<file path="src/rtl/alu_result_stage_pkg.sv">
// Shared CPU types and constants for the ALU result path: opcode encoding,
// compare-flag codes, the buffered result beat and small decode helpers.
package CPU_package;

  localparam int DATA_WIDTH     = 16;
  localparam int REG_ADDR_WIDTH = 5;

  // Encodings 5..7 are unassigned and treated as non-writing, non-compare.
  typedef enum logic [2:0] {
    ALU_OP_AND = 3'd0,
    ALU_OP_OR  = 3'd1,
    ALU_OP_XOR = 3'd2,
    ALU_OP_NOT = 3'd3,
    ALU_OP_CPR = 3'd4
  } enum_alu_opcode_t;

  localparam logic [2:0] ALU_FLAG_EQ = 3'b100;
  localparam logic [2:0] ALU_FLAG_GT = 3'b010;
  localparam logic [2:0] ALU_FLAG_LT = 3'b001;

  typedef struct packed {
    enum_alu_opcode_t            opcode;
    logic [DATA_WIDTH-1:0]       result;
    logic [2:0]                  flag;
    logic [REG_ADDR_WIDTH-1:0]   dest;
  } alu_result_t;

  // Logic ops produce a register result; compares and unknown codes do not.
  function automatic logic is_write_op(input enum_alu_opcode_t op);
    logic we;
    unique case (op)
      ALU_OP_AND, ALU_OP_OR, ALU_OP_XOR, ALU_OP_NOT: we = 1'b1;
      default:                                       we = 1'b0;
    endcase
    return we;
  endfunction

  // A well-formed compare reports exactly one of EQ, GT, LT.
  function automatic logic flag_is_legal(input logic [2:0] flag);
    return (flag == ALU_FLAG_EQ) || (flag == ALU_FLAG_GT) || (flag == ALU_FLAG_LT);
  endfunction

endpackage

</file>
<file path="src/rtl/alu_result_fifo.sv">
// Two-entry elastic buffer with valid/ready on both sides. Entries leave in
// the order they arrived; the head entry is presented on out_data.
module alu_result_fifo
  import CPU_package::*;
#(
  parameter type entry_t = alu_result_t
) (
  input  logic   clk,
  input  logic   rst_n,
  input  logic   in_valid,
  output logic   in_ready,
  input  entry_t in_data,
  output logic   out_valid,
  input  logic   out_ready,
  output entry_t out_data
);

  entry_t     mem [2];
  logic       wr_ptr;
  logic       rd_ptr;
  logic [1:0] count;
  logic       push;
  logic       pop;

  // Not ready while reset is held so no beat is taken into a flushing buffer.
  assign in_ready  = rst_n && (count != 2'd2);
  assign out_valid = (count != 2'd0);
  assign out_data  = mem[rd_ptr];
  assign push      = in_valid && in_ready;
  assign pop       = out_valid && out_ready;

  // Storage, pointers and occupancy; a reset flushes every entry.
  always_ff @(posedge clk or negedge rst_n) begin
    if (!rst_n) begin
      wr_ptr <= 1'b0;
      rd_ptr <= 1'b0;
      count  <= 2'd0;
      // NOTE: the two entries are reset so the head fields read as zero after
      // reset; this is cheap at depth 2 and would not be done for a RAM.
      for (int i = 0; i < 2; i++) begin
        mem[i] <= '0;
      end
    end else begin
      // NOTE: non-blocking assignments throughout, so every register sees the
      // pre-edge values of the others regardless of statement order.
      if (push) begin
        mem[wr_ptr] <= in_data;
        wr_ptr      <= ~wr_ptr;
      end
      if (pop) begin
        rd_ptr <= ~rd_ptr;
      end
      unique case ({push, pop})
        2'b10:   count <= count + 2'd1;
        2'b01:   count <= count - 2'd1;
        default: count <= count;
      endcase
    end
  end

endmodule

</file>
<file path="src/rtl/alu_result_stage.sv">
// ALU result stage: buffers result beats toward register writeback, decodes
// the write enable of the head beat and maintains the architectural status
// flags, updated only when a compare beat leaves the buffer.
module alu_result_stage
  import CPU_package::*;
#(
  parameter int DATA_WIDTH     = CPU_package::DATA_WIDTH,
  parameter int REG_ADDR_WIDTH = CPU_package::REG_ADDR_WIDTH
) (
  input  logic                      clk,
  input  logic                      rst_n,
  input  logic                      in_valid,
  output logic                      in_ready,
  input  enum_alu_opcode_t          in_opcode,
  input  logic [DATA_WIDTH-1:0]     in_result,
  input  logic [2:0]                in_flag,
  input  logic [REG_ADDR_WIDTH-1:0] in_dest,
  output logic                      out_valid,
  input  logic                      out_ready,
  output logic [DATA_WIDTH-1:0]     out_result,
  output logic [REG_ADDR_WIDTH-1:0] out_dest,
  output logic                      out_we,
  input  logic                      flag_clr,
  output logic [2:0]                status_flag,
  output logic                      flag_valid,
  output logic                      flag_err
);

  // Same layout as alu_result_t but sized by this instance's parameters.
  typedef struct packed {
    enum_alu_opcode_t            opcode;
    logic [DATA_WIDTH-1:0]       result;
    logic [2:0]                  flag;
    logic [REG_ADDR_WIDTH-1:0]   dest;
  } entry_t;

  entry_t in_entry;
  entry_t head;
  logic   commit_cpr;
  logic   commit_ok;

  assign in_entry = '{opcode: in_opcode, result: in_result, flag: in_flag, dest: in_dest};

  alu_result_fifo #(
    .entry_t (entry_t)
  ) u_fifo (
    .clk       (clk),
    .rst_n     (rst_n),
    .in_valid  (in_valid),
    .in_ready  (in_ready),
    .in_data   (in_entry),
    .out_valid (out_valid),
    .out_ready (out_ready),
    .out_data  (head)
  );

  // Every output field comes from the head entry alone.
  assign out_result = head.result;
  assign out_dest   = head.dest;
  assign out_we     = out_valid && is_write_op(head.opcode);

  // A compare commits when it leaves the buffer, never when it is accepted.
  assign commit_cpr = out_valid && out_ready && (head.opcode == ALU_OP_CPR);
  assign commit_ok  = flag_is_legal(head.flag);

  // Status flags: clear wins over a same-cycle commit; malformed compares
  // still raise the sticky error even when the clear wins.
  always_ff @(posedge clk or negedge rst_n) begin
    if (!rst_n) begin
      status_flag <= 3'b000;
      flag_valid  <= 1'b0;
      flag_err    <= 1'b0;
    end else begin
      if (commit_cpr && !commit_ok) begin
        flag_err <= 1'b1;
      end
      if (flag_clr) begin
        status_flag <= 3'b000;
        flag_valid  <= 1'b0;
      end else if (commit_cpr) begin
        if (commit_ok) begin
          status_flag <= head.flag;
          flag_valid  <= 1'b1;
        end else begin
          status_flag <= 3'b000;
          flag_valid  <= 1'b0;
        end
      end
    end
  end

endmodule

</file>
<file path="config.mk">
export PLATFORM = sky130hd
export DESIGN_NAME = alu_result_stage
export DESIGN_NICKNAME = d
export VERILOG_FILES = /design/src/rtl/alu_result_stage_pkg.sv /design/src/rtl/alu_result_fifo.sv /design/src/rtl/alu_result_stage.sv
export SDC_FILE = /design/constraint.sdc
export NUM_CORES = 1
export LEC_CHECK = 0
export CAP_MARGIN = 10
export CELL_PAD_IN_SITES_DETAIL_PLACEMENT = 1
export CELL_PAD_IN_SITES_GLOBAL_PLACEMENT = 1
export CORE_MARGIN = 3
export CORE_UTILIZATION = 45
export DETAILED_ROUTE_END_ITERATION = 7
export DONT_BUFFER_PORTS = 1
export PLACE_DENSITY_LB_ADDON = 0.1
export SYNTH_ARGS = -nofsm -noshare
export SYNTH_HDL_FRONTEND = slang
export SYNTH_SLANG_ARGS = --single-unit
</file>
<file path="constraint.sdc">
create_clock -name clk -period 3.46 [get_ports clk]
set_input_delay 0.865 -clock clk [delete_from_list [all_inputs] [get_ports clk]]
set_output_delay 0.865 -clock clk [all_outputs]
set_load 0.005 [all_outputs]
</file>
; ---- Yosys cells after proc, flatten, opt, wreduce, memory -nomap -nowiden
; Cells that the tools add are included.
[word_totals]
inputBits = 32
reg_bits = 63
memories = 0
romBits = 0
mem_bits_rw = 0
latchBits = 0
[op_classes]
add_sub_neg = 2
div = 0
n_mux = 14
n_lt_le_gt_ge = 3
mul = 0
n_eq_ne = 10
bitwise = 4
n_shift = 0
n_reduce_logical = 15
[ops]
columns = cell, count
row1 = two-way mux 27 bit, 4
row2 = bitwise mux 54 bit, 1
row3 = demux 27 bit (select 1 bit), 1
row4 = == test 3 x 2 -> 1 bit (second input constant), 3
row5 = two-way mux 3 bit, 3
row6 = logical AND 1 bit, 7
row7 = == test 3 x 1 -> 1 bit (second input constant), 2
row8 = == test 3 bit (second input constant), 2
row9 = nonzero test 2 bit, 3
row10 = >= comparator 2 bit (second input constant), 2
row11 = two-way mux 1 bit, 4
row12 = inverter 1 -> 2 bit, 2
row13 = one-hot mux 2 bit (2 select lines), 1
row14 = OR reduction 4 bit, 1
row15 = logical NOT 3 bit, 1
row16 = adder 2 x 1 -> 2 bit (second input constant), 1
row17 = == test 2 x 1 -> 1 bit (second input constant), 1
row18 = == test 2 bit (second input constant), 1
row19 = logical OR 1 bit, 2
row20 = < comparator 2 x 1 -> 1 bit (second input constant), 1
row21 = inequality test 2 bit (second input constant), 1
row22 = inverter 1 bit, 2
row23 = subtractor 2 x 1 -> 2 bit (second input constant), 1
row24 = logical NOT 1 bit, 1

; ---- Logic depth before layout (Yosys ltp)
; Gate-level depths: netlist of the first run.
[logic_depth]
depth_word = 10
ltp_mapped = 6
ltp_nobuf = 6

; ---- Cells and area by module
; A second synthesis of the first run with hierarchy kept.
[unflattened]
cells_unflattened = 189
hier_area_um2 = 3011.6
[modules_own_cells]
columns = mod, n_inst, cells_each, seq_area_each_um2, area_each_um2
row1 = alu_result_fifo, 1, 161, 1451.4, 2732.6
row2 = alu_result_stage, 1, 28, 125.1, 279.0

; ---- Worst setup path before layout of the first run
; Ideal clock, no wire load.
[synth_path]
path_kind = reg-to-output
from = register u_fifo.rd_ptr
to = output port out_dest[1]
required_time_ns = 2.595
stages_incl_launch_ff = 4
setup_slack_ns = 1.409
n_path_buf = 2
arrival_time_ns = 1.186
path_cell_list = dfrtp_1 > buf_6 > clkbuf_1 > mux2_2
[synth_between]
elab_chain_len = 4
[synth_lines]
columns = item, line
row1 = from (decl), alu_result_fifo.sv:20  ; logic rd_ptr;
row2 = from (signal assigned), alu_result_fifo.sv:51  ; rd_ptr <= ~rd_ptr;
row3 = inverter 1 -> 2 bit (implied by the code), alu_result_fifo.sv:28  ; assign out_data = mem[rd_ptr];
row4 = two-way mux 27 bit (implied by the code) (3 in series), alu_result_fifo.sv:28
row5 = to (decl), alu_result_stage.sv:21  ; output logic [REG_ADDR_WIDTH-1:0] out_dest,
; Every way passes these cells. The select of a mux whose other input is x is not followed.

; ---- Worst setup path after layout of the first run
[layout_path]
from = register u_fifo.rd_ptr
to = output port out_we
[layout_between]
elab_chain_len = 8
[layout_lines]
columns = item, line
row1 = inverter 1 -> 2 bit (implied by the code) *, alu_result_fifo.sv:28
row2 = two-way mux 27 bit (implied by the code) * (3 in series), alu_result_fifo.sv:28
row3 = "== test 3 x 1 -> 1 bit, or another cell as far along", alu_result_stage_pkg.sv:31  ; unique case (op)
row4 = OR reduction 4 bit *, alu_result_stage_pkg.sv:31
row5 = two-way mux 1 bit *, alu_result_stage_pkg.sv:31
row6 = logical AND 1 bit *, alu_result_stage.sv:60  ; assign out_we = out_valid && is_write_op(head.opcode);
row7 = to (decl), alu_result_stage.sv:22  ; output logic out_we,
; Every way passes the cells marked *; elsewhere a longest branch is shown, timed or not. The select of a mux whose other input is x is not followed.

==> results of run 1 <==
[area by class of cell]
cell class | count | area [um2]
Inverter | 3 | 11.3
Clock inverter | 3 | 40.0
Sequential cell | 63 | 1580
Tap cell | 75 | 93.8
Timing Repair Buffer | 2 | 15.0
Fill cell | 583 | 2910
Multi-Input combinational cell | 112 | 1140
Clock buffer | 13 | 169
[flip-flops by register name (all words and copies together), names as in the netlist]
name,flops
flag_valid,1
u_fifo.wr_ptr,1
u_fifo.mem,54
status_flag,3
u_fifo.rd_ptr,1
flag_err,1
u_fifo.count,2
[stage by stage]
stage / worst slack [ns] / total power, mW / hold slack [ns] / cells / utilization [%]
floorplan: 1.41 / 2.13 / 0.465 / 186 / -
global placement: 0.911 / 2.26 / 0.482 / 255 / 47.7
detailed placement: 0.873 / 2.35 / 0.488 / 255 / 47.7
CTS: 0.534 / 3.02 / 0.215 / 271 / 51.2
global route: 0.461 / 3.18 / 0.196 / 271 / 51.2
finish: 0.608 / 2.97 / 0.233 / 271 / 51.2
[final timing paths]
check | endpoint | slack (ns) | depth (start not counted)
hold / removal | flag_err | 0.23 | 0
hold reg to reg | u_fifo.mem[14] | 0.50 | 1
max in group asynchronous | u_fifo.mem[19] | 3.13 | 0
setup / recovery | out_we | 0.61 | 2
setup reg to reg | flag_err | 0.94 | 5
min in group clk | u_fifo.mem[14] | 0.50 | 1
[cells in the final DEF (no fill, tap or decap), types with 2 or more instances in the layout]
cell type	netlist	layout
mux2_2	76	76
dfrtp_1	63	63
clkbuf_8	0	12
nand2_1	5	5
inv_1	3	3
a21oi_1	3	3
mux2i_1	3	3
nor2_1	3	3
xnor2_1	3	3
xor2_1	2	2
clkinv_2	0	2
buf_4	2	2
[critical path, delay by kind of cell (launching register included)]
family / cells / cell delay [ns]
flip-flops: 1 / 1.12
multiplexers: 1 / 0.38
AO/OA/AOI/OAI: 1 / 0.17
[cell usage after synthesis, types with 2 or more instances]
| cell type | n | area, um2 |
|---|---|---|
| nand2_1 | 5 | 18.8 |
| mux2_2 | 76 | 856 |
| inv_1 | 3 | 11.3 |
| dfrtp_1 | 63 | 1580 |
| buf_4 | 2 | 15.0 |
| buf_6 | 2 | 22.5 |
| clkbuf_1 | 2 | 7.51 |
| mux2i_1 | 3 | 30.0 |
| xnor2_1 | 3 | 26.3 |
| buf_2 | 2 | 10.0 |
| nor2_1 | 3 | 11.3 |
| a21oi_1 | 3 | 15.0 |
| xor2_1 | 2 | 17.5 |
[logic make-up after synthesis]
family | synth area share, %
compound gates | 2.56
xor+xnor | 1.57
fa+ha+maj | 0.449
buf+inv | 2.38
flops | 56.6
mux | 32.3
simple gates | 4.17
[power by group]
group	internal [mW]	total [mW]	switching, mW
combinational	0.588	0.968	0.380
sequential	1.09	1.35	0.255
clock	0.390	0.651	0.262
[layer usage]
layer / vias up / GRT usage, % / wire length (um)
li1: 671 / - / -
met1: 786 / 16.8 / 1980
met2: 40 / 29.0 / 2870
met3: 9 / 6.38 / 370
met4: 0 / 7.05 / 102
met5: - / 0 / 0
==> metrics.txt, run 1 <==
setup TNS=0 ns; worst-margin pin slew=1.17 ns; maxcap violations=0; Syn. warnings=0; CTS H-tree lvls=3; CP Launch Type=flop; vias per cell=5.56; vias=approximately 1500; fin. max-slew vios=0; Crit Reg-Reg Startpoint=u_fifo.rd_ptr; largest net degree at the start of global routing=66; placed cell area=~0.0028 mm2; nets=224; Synth Area per Inst=15.0 um2; die footprint=approximately 0.0072 mm2; Cell Rows=28; clock root buffer master=clkbuf_8; crit path time final=between 2 and 3 ns; Seq cells post-synth=63; fraction of layout cells with a size suffix above 1=slightly above 50%; Antenna diodes=0; DRT iter0 DRCs=68; Synth Flop Type=dfrtp_1; Hold Buf Count CTS=0; Sink Count=63; 1st-pass router iterations=2; critical path class=reg2out; ys async rst share=100%; Total Wirelength=5.32 mm; setup bufs post-CTS=0; Pwr Density=973 mW/mm2; Setup-failing EPs final=0; Post-Syn Area=0.00279 mm2; Clk Latency, worst-skew pair=~0.32 ns; Setup crit start=u_fifo.rd_ptr; Clk pin slew, worst setup/hold paths=0.07 ns; CP max-delay cell=dfrtp_1; DRT antenna net count=0; Die Ht=84.7 um; Slew HR=22.0%; Peak VDD IR=roughly 0.40 mV; effective utilization at floorplan=46.8%; leakage power=between 1 and 1.5 nW; EDFF count, synth=0; final cycle utilization of the critical path=82.4%; cell count after synthesis=around 190; port bufs=0; core footprint=approximately 0.0060 mm2; # DRC=0; final instance area=0.00305 mm2; GPL Wtd Cong=~0.72; clock buffer depth=2; vias in the first global route=1797; Worst Skew=0.00735 ns; Worst path max stage delay=approximately 1.1 ns; critical path arrival=1.99 ns; routed len/inst=19.6 um; CTS tree=built; post-cts sizing count=0; initial antenna violation count=0; gr ovfl total=0; gr usage total=16.3%; CP cell instances=mux2_4 > a21oi_1; crit path max fanout=26; Critical Path End Type=primary output; Synth cell types=30; first-pass GRT wire length=8.87 mm; highest achievable clock rate=0.351 GHz; Die Wd=between 80 and 90 um; clock buffer count from CTS=9; Ports=61; sequential-to-total area share from yosys stat=56.6%; outcome=finished, final reports clean; unrepaired setup endpoints after global routing=false; Worst EP required=2.59 ns; hpwl dp=roughly 3.6 mm; Area Growth Syn to Fin=9.43%; Hold Crit Class=in2async; Hold Violations, Final=0; syn_nets=219
No activity file was read; power rests on OpenSTA's default activity.
==> run 2, diff against run 1 <==
==> constraint.sdc (replaced) <==
create_clock -name clk -period 2.5 [get_ports clk]
set_input_delay 0.625 -clock clk [delete_from_list [all_inputs] [get_ports clk]]
set_output_delay 0.625 -clock clk [all_outputs]
set_load 0.005 [all_outputs]
==> run 2 against run 1 <==
- combinational power rose by 50%
- flip-flop and latch count did not move
- critical path type unchanged
- total power rose by 34%
- critical path depth up 1
- non-clock buffer count increased by 1
- count of clock-buffer cells in the layout stayed put
- register-to-register slack lost 0.49 ns
- largest cell class unchanged
- sequential share of layout area rose by 0.085 points
==> metrics.txt, run 2 (same netlist as run 1, synthesis figures left out) <==
outcome=finished, final reports clean; critical path arrival=1.60 ns; unrepaired setup endpoints after global routing=false; leakage power=about 1.3 nW; vias in the first global route=~1700; most frequent cells in the layout=76 x mux2_2, 63 x dfrtp_1, 11 x clkbuf_8, 5 x nand2_1; setup bufs post-CTS=0; crit path time final=2.22 ns; Post-Layout Cell Count=270; Clk Latency, worst-skew pair=~0.32 ns; routed len/inst=19.6 um; Sink Count=between 60 and 70; Pwr Density=roughly 1300 mW/mm2; commonest non-fill, non-tap cell in the layout=mux2_2; Area Growth Syn to Fin=9.25%; Hold Crit Class=in2async; worst-margin pin slew=0.764 ns; max FFs per register=54; Post-Place Cells=255; effective utilization at floorplan=46.8%; maxcap violations=0; initial antenna violation count=0; DRT iter0 DRCs=74; highest achievable clock rate=0.450 GHz; final instance area=just over 0.003 mm2; hold_ws=0.165 ns; largest net degree at the start of global routing=64; GPL Wtd Cong=just over 0.7; critical path class=reg2out; # DRC=0; fraction of layout cells with a size suffix above 1=between 50 and 60%; gr ovfl total=0; DRT antenna net count=0; Slew HR=49.0%; CTS H-tree lvls=3; Crit Reg-Reg Startpoint=u_fifo.count[0]; Critical Path End Type=primary output; biggest regs=u_fifo.mem (54), status_flag (3), u_fifo.count (2); Clk pin slew, worst setup/hold paths=0.07 ns; Worst EP required=about 1.9 ns; core footprint=0.00596 mm2; Die Ht=about 85 um; final core occ=about half; Die Wd=around 85 um; clock buffer count from CTS=9; nets=225; Total Wirelength=5.29 mm; first-pass GRT wire length=8.85 mm; setup TNS=0 ns; clock root buffer master=clkbuf_8; Largest Register=u_fifo.mem; hpwl dp=~3.6 mm; clock buffer depth=2; CTS tree=built; crit path max fanout=23; Setup-failing EPs final=0; Cell Rows=28; Antenna diodes=0; vias per cell=5.49; 1st-pass router iterations=3; Peak VDD IR=between 0.6 and 0.7 mV; fin. max-slew vios=0; Hold Violations, Final=0; Worst Skew=0.00817 ns; CP Launch Type=flop; vias=between 1000 and 1500; gr usage total=16.3%; Setup crit start=u_fifo.rd_ptr; Ports=61; port bufs=0; final cycle utilization of the critical path=88.8%; die footprint=0.00717 mm2; placed cell area=0.00285 mm2
run 2: metal layers:
metal | vias up | track usage [%] | share of wire, %
li1 | 673 | - | -
met1 | 763 | 18.0 | 39
met2 | 38 | 27.2 | 52
met3 | 7 | 5.99 | 7.0
met4 | 0 | 9.06 | 1.9
met5 | - | 0 | 0
run 2: through the flow:
stage	total power [mW]	worst slack (ns)
after detailed placement	3.28	0.337
after floorplan	2.95	0.689
after global routing	4.29	0.190
after CTS	4.06	0.250
final	3.99	0.279
after global placement	3.14	0.423
run 2: worst max-delay path: stages, from the launching register on:
cell and delay (ns):
dfrtp_1 0.51, buf_12 0.24, mux2_4 0.34, a21oi_1 0.17
run 2: path summary, 6_finish.rpt:
| kind | slack, ns | cells past startpoint | end |
|---|---|---|---|
| min reg2reg | 0.50 | 1 | u_fifo.mem[46] |
| min in group clk | 0.35 | 1 | status_flag[0] |
| max in group asynchronous | 2.06 | 1 | u_fifo.mem[41] |
| min | 0.16 | 1 | flag_err |
| max | 0.28 | 3 | out_we |
| max reg2reg | 0.45 | 4 | u_fifo.mem[0] |
run 2: repair_timing:
action | 4_1_cts | 5_1_grt
endpoints found under the setup margin | 0 | 0
hold buffers | 1 | 0
resized for setup | 0 | 0
hold endpoints to repair | 63 | 0
run 2: report_power, final:
part           switching, mW  internal (mW)
logic                  0.614          0.834
clock network          0.338          0.402
registers              0.286           1.51
run 2: cell type report:
| cell class | count | area [um2] |
|---|---|---|
| tap | 75 | 93.8 |
| clock buffer | 13 | 159 |
| inverter | 3 | 11.3 |
| timing repair buffer | 3 | 55.1 |
| multi-input combinational | 112 | 1140 |
| fill | 583 | 2910 |
| sequential | 63 | 1580 |
| clock inverter | 1 | 5.00 |
==> run 3, diff against run 2 <==
--- a/config.mk
+++ b/config.mk
@@ -15,4 +15,5 @@
 export PLACE_DENSITY_LB_ADDON = 0.1
 export SYNTH_ARGS = -nofsm -noshare
 export SYNTH_HDL_FRONTEND = slang
+export SYNTH_HIERARCHICAL = 1
 export SYNTH_SLANG_ARGS = --single-unit
==> run 3 against run 2 <==
- global-route usage rose by 0.59 points
- via count rose by 4.8%
- sequential share of layout area fell by 3.9 points
- register-to-register slack improved by 0.15 ns
- critical endpoint is now out_result[8]
- critical path depth fell by 1
- highest routed layer unchanged
- cell count rose by 3.3%
- total power rose by 13%
- worst hold slack barely moved
==> metrics.txt, run 3 <==
outcome=finished, final reports clean; synth top area cells=dfrtp_1 52%, mux2_4 20%, mux2_2 15%; Hold Violations, Final=0; setup bufs post-CTS=0; Slew HR=65.3%; Pwr Density=1370 mW/mm2; CP Launch Type=flop; XOR/XNOR Fraction of Synth Area=1.74%; largest family of logic cells by synthesized area=multiplexers; Critical Path End Type=primary output; vias in the first global route=about 1800; Area Growth Syn to Fin=9.43%; Total Wirelength=5.98 mm; Peak VDD IR=0.588 mV; Synth Flop Type=dfrtp_1; fin. max-slew vios=0; clock buffer depth=2; gr ovfl total=0; most frequent cells in the layout=63 x dfrtp_1, 41 x mux2_2, 40 x mux2_4, 11 x clkbuf_8, 5 x a21oi_1; post-synthesis adder-cell area fraction=less than 1%; final worst slack=around 0.34 ns; worst-margin pin slew=roughly 0.52 ns; cell count after synthesis=189; Post-Syn Area=between 0.003 and 0.004 mm2; EDFF count, synth=0; Clk pin slew, worst setup/hold paths=~0.070 ns; Worst EP required=roughly 1.9 ns; die footprint=0.00771 mm2; ys async rst share=100%; Setup-failing EPs final=0; Cell Rows=29; Die Wd=between 80 and 90 um; Worst Skew=0.00878 ns; DRT antenna net count=0; Sink Count=63; final cycle utilization of the critical path=86.3%; Syn. warnings=6; Synth cell types=27; Hold Crit Class=in2async; sequential-to-total area share from yosys stat=52.3%; first-pass GRT wire length=9.87 mm; GPL Wtd Cong=0.755; CTS H-tree lvls=3; crit path time final=2.16 ns; multiplexer share of the synthesized area=about a third; most frequent cell after synthesis=dfrtp_1; Ports=~60; critical path class=reg2out; leakage power=1.48 nW; unrepaired setup endpoints after global routing=false; critical path arrival=about 1.5 ns; Largest Register=u_fifo/mem; area leader, netlist=dfrtp_1; gr usage total=16.9%; effective utilization at floorplan=46.9%; max FFs per register=54; nets=about 230; hpwl dp=4.15 mm; crit path max fanout=10; post-synth top area share=52.3%; fraction of layout cells with a size suffix above 1=54.5%; largest net degree at the start of global routing=64; Antenna diodes=0; CTS tree=built; commonest non-fill, non-tap cell in the layout=dfrtp_1; clock root buffer master=clkbuf_8; maxcap violations=0; Synth Area per Inst=between 15 and 20 um2; # DRC=0; syn_nets=222; core footprint=0.00642 mm2; Seq cells post-synth=63; DRT iter0 DRCs=36; Die Ht=87.8 um; port bufs=0; vias=1552; highest achievable clock rate=0.463 GHz; top cells by count, synth=63 x dfrtp_1, 41 x mux2_2, 40 x mux2_4, 5 x a21oi_1, 4 x nand3_1; R2R setup slack=0.60 ns; Clk Latency, worst-skew pair=~0.32 ns; biggest regs=u_fifo/mem (54), status_flag (3), u_fifo/count (2); complex-gate fraction of the synthesized area=2.04%; 1st-pass router iterations=4; final core occ=around half; vias per cell=5.56; simple-gate share of the synthesized area=under 10%; setup TNS=0 ns; routed len/inst=21.4 um; clock buffer count from CTS=9; pre-CTS WS=0.597 ns; initial antenna violation count=0
==> run 3: cells by family after synthesis <==
family                   Yosys count
adder cells (fa/ha/maj)            1
flip-flops                        63
AND/OR/NAND/NOR                   18
AO/OA/AOI/OAI                     10
multiplexers                      81
buffers and inverters             10
XOR/XNOR                           6
==> run 3: metal layers <==
layer  global-route usage (%)  part of all wire (%)  vias to the layer above
met4                     7.11                  0.92                        0
met2                     27.3                    49                       41
met1                     20.8                    43                      816
met3                     5.55                   7.0                        4
li1                         -                     -                      691
met5                        0                     0                        -
==> run 3: path summary, 6_finish.rpt <==
| path | from | cells after the start | end |
|---|---|---|---|
| setup reg to reg | u_fifo/rd_ptr | 5 | flag_valid |
| hold / removal | rst_n | 1 | u_fifo/mem[41] |
| setup / recovery | u_fifo/rd_ptr | 2 | out_result[8] |
| max in group asynchronous | rst_n | 1 | u_fifo/mem[26] |
| hold reg to reg | flag_err | 1 | flag_err |
| min in group clk | flag_clr | 1 | flag_valid |
==> run 3: per-stage QoR <==
stage	hold slack (ns)	area, um2	power (mW)	instances
after floorplan	0.329	3010	3.28	189
after detailed placement	0.331	3070	3.63	263
final	0.165	3300	4.50	279
after CTS	0.166	3300	4.57	279
after global routing	0.169	3300	4.80	279
after global placement	0.331	3070	3.54	263
==> run 3: timing repair <==
| item | 4_1_cts | 5_1_grt |
|---|---|---|
| hold endpoints to repair | 63 | 0 |
| endpoints found under the setup margin | 0 | 0 |
| resized for setup | 0 | 0 |
| hold buffers | 1 | 0 |
==> run 3: area by class of cell <==
cell class | instances | area (um2)
clock buffers | 12 | 155
clock inverters | 3 | 42.5
fillers | 637 | 3130
inverters | 2 | 7.51
multi-input cells | 116 | 1340
flip-flops and latches | 63 | 1580
well taps | 77 | 96.3
repair buffers | 6 | 77.6
==> run 3: where the power goes <==
group	leakage, nW	switching [mW]	internal (mW)
clock network	0.0985	0.364	0.508
registers	0.754	0.315	1.52
logic	0.632	0.687	1.11
==> run 3: worst max-delay path, stage by stage, from the launching register on <==
cell	delay (ns)
dfrtp_1	0.55
buf_4	0.28
mux2_2	0.38
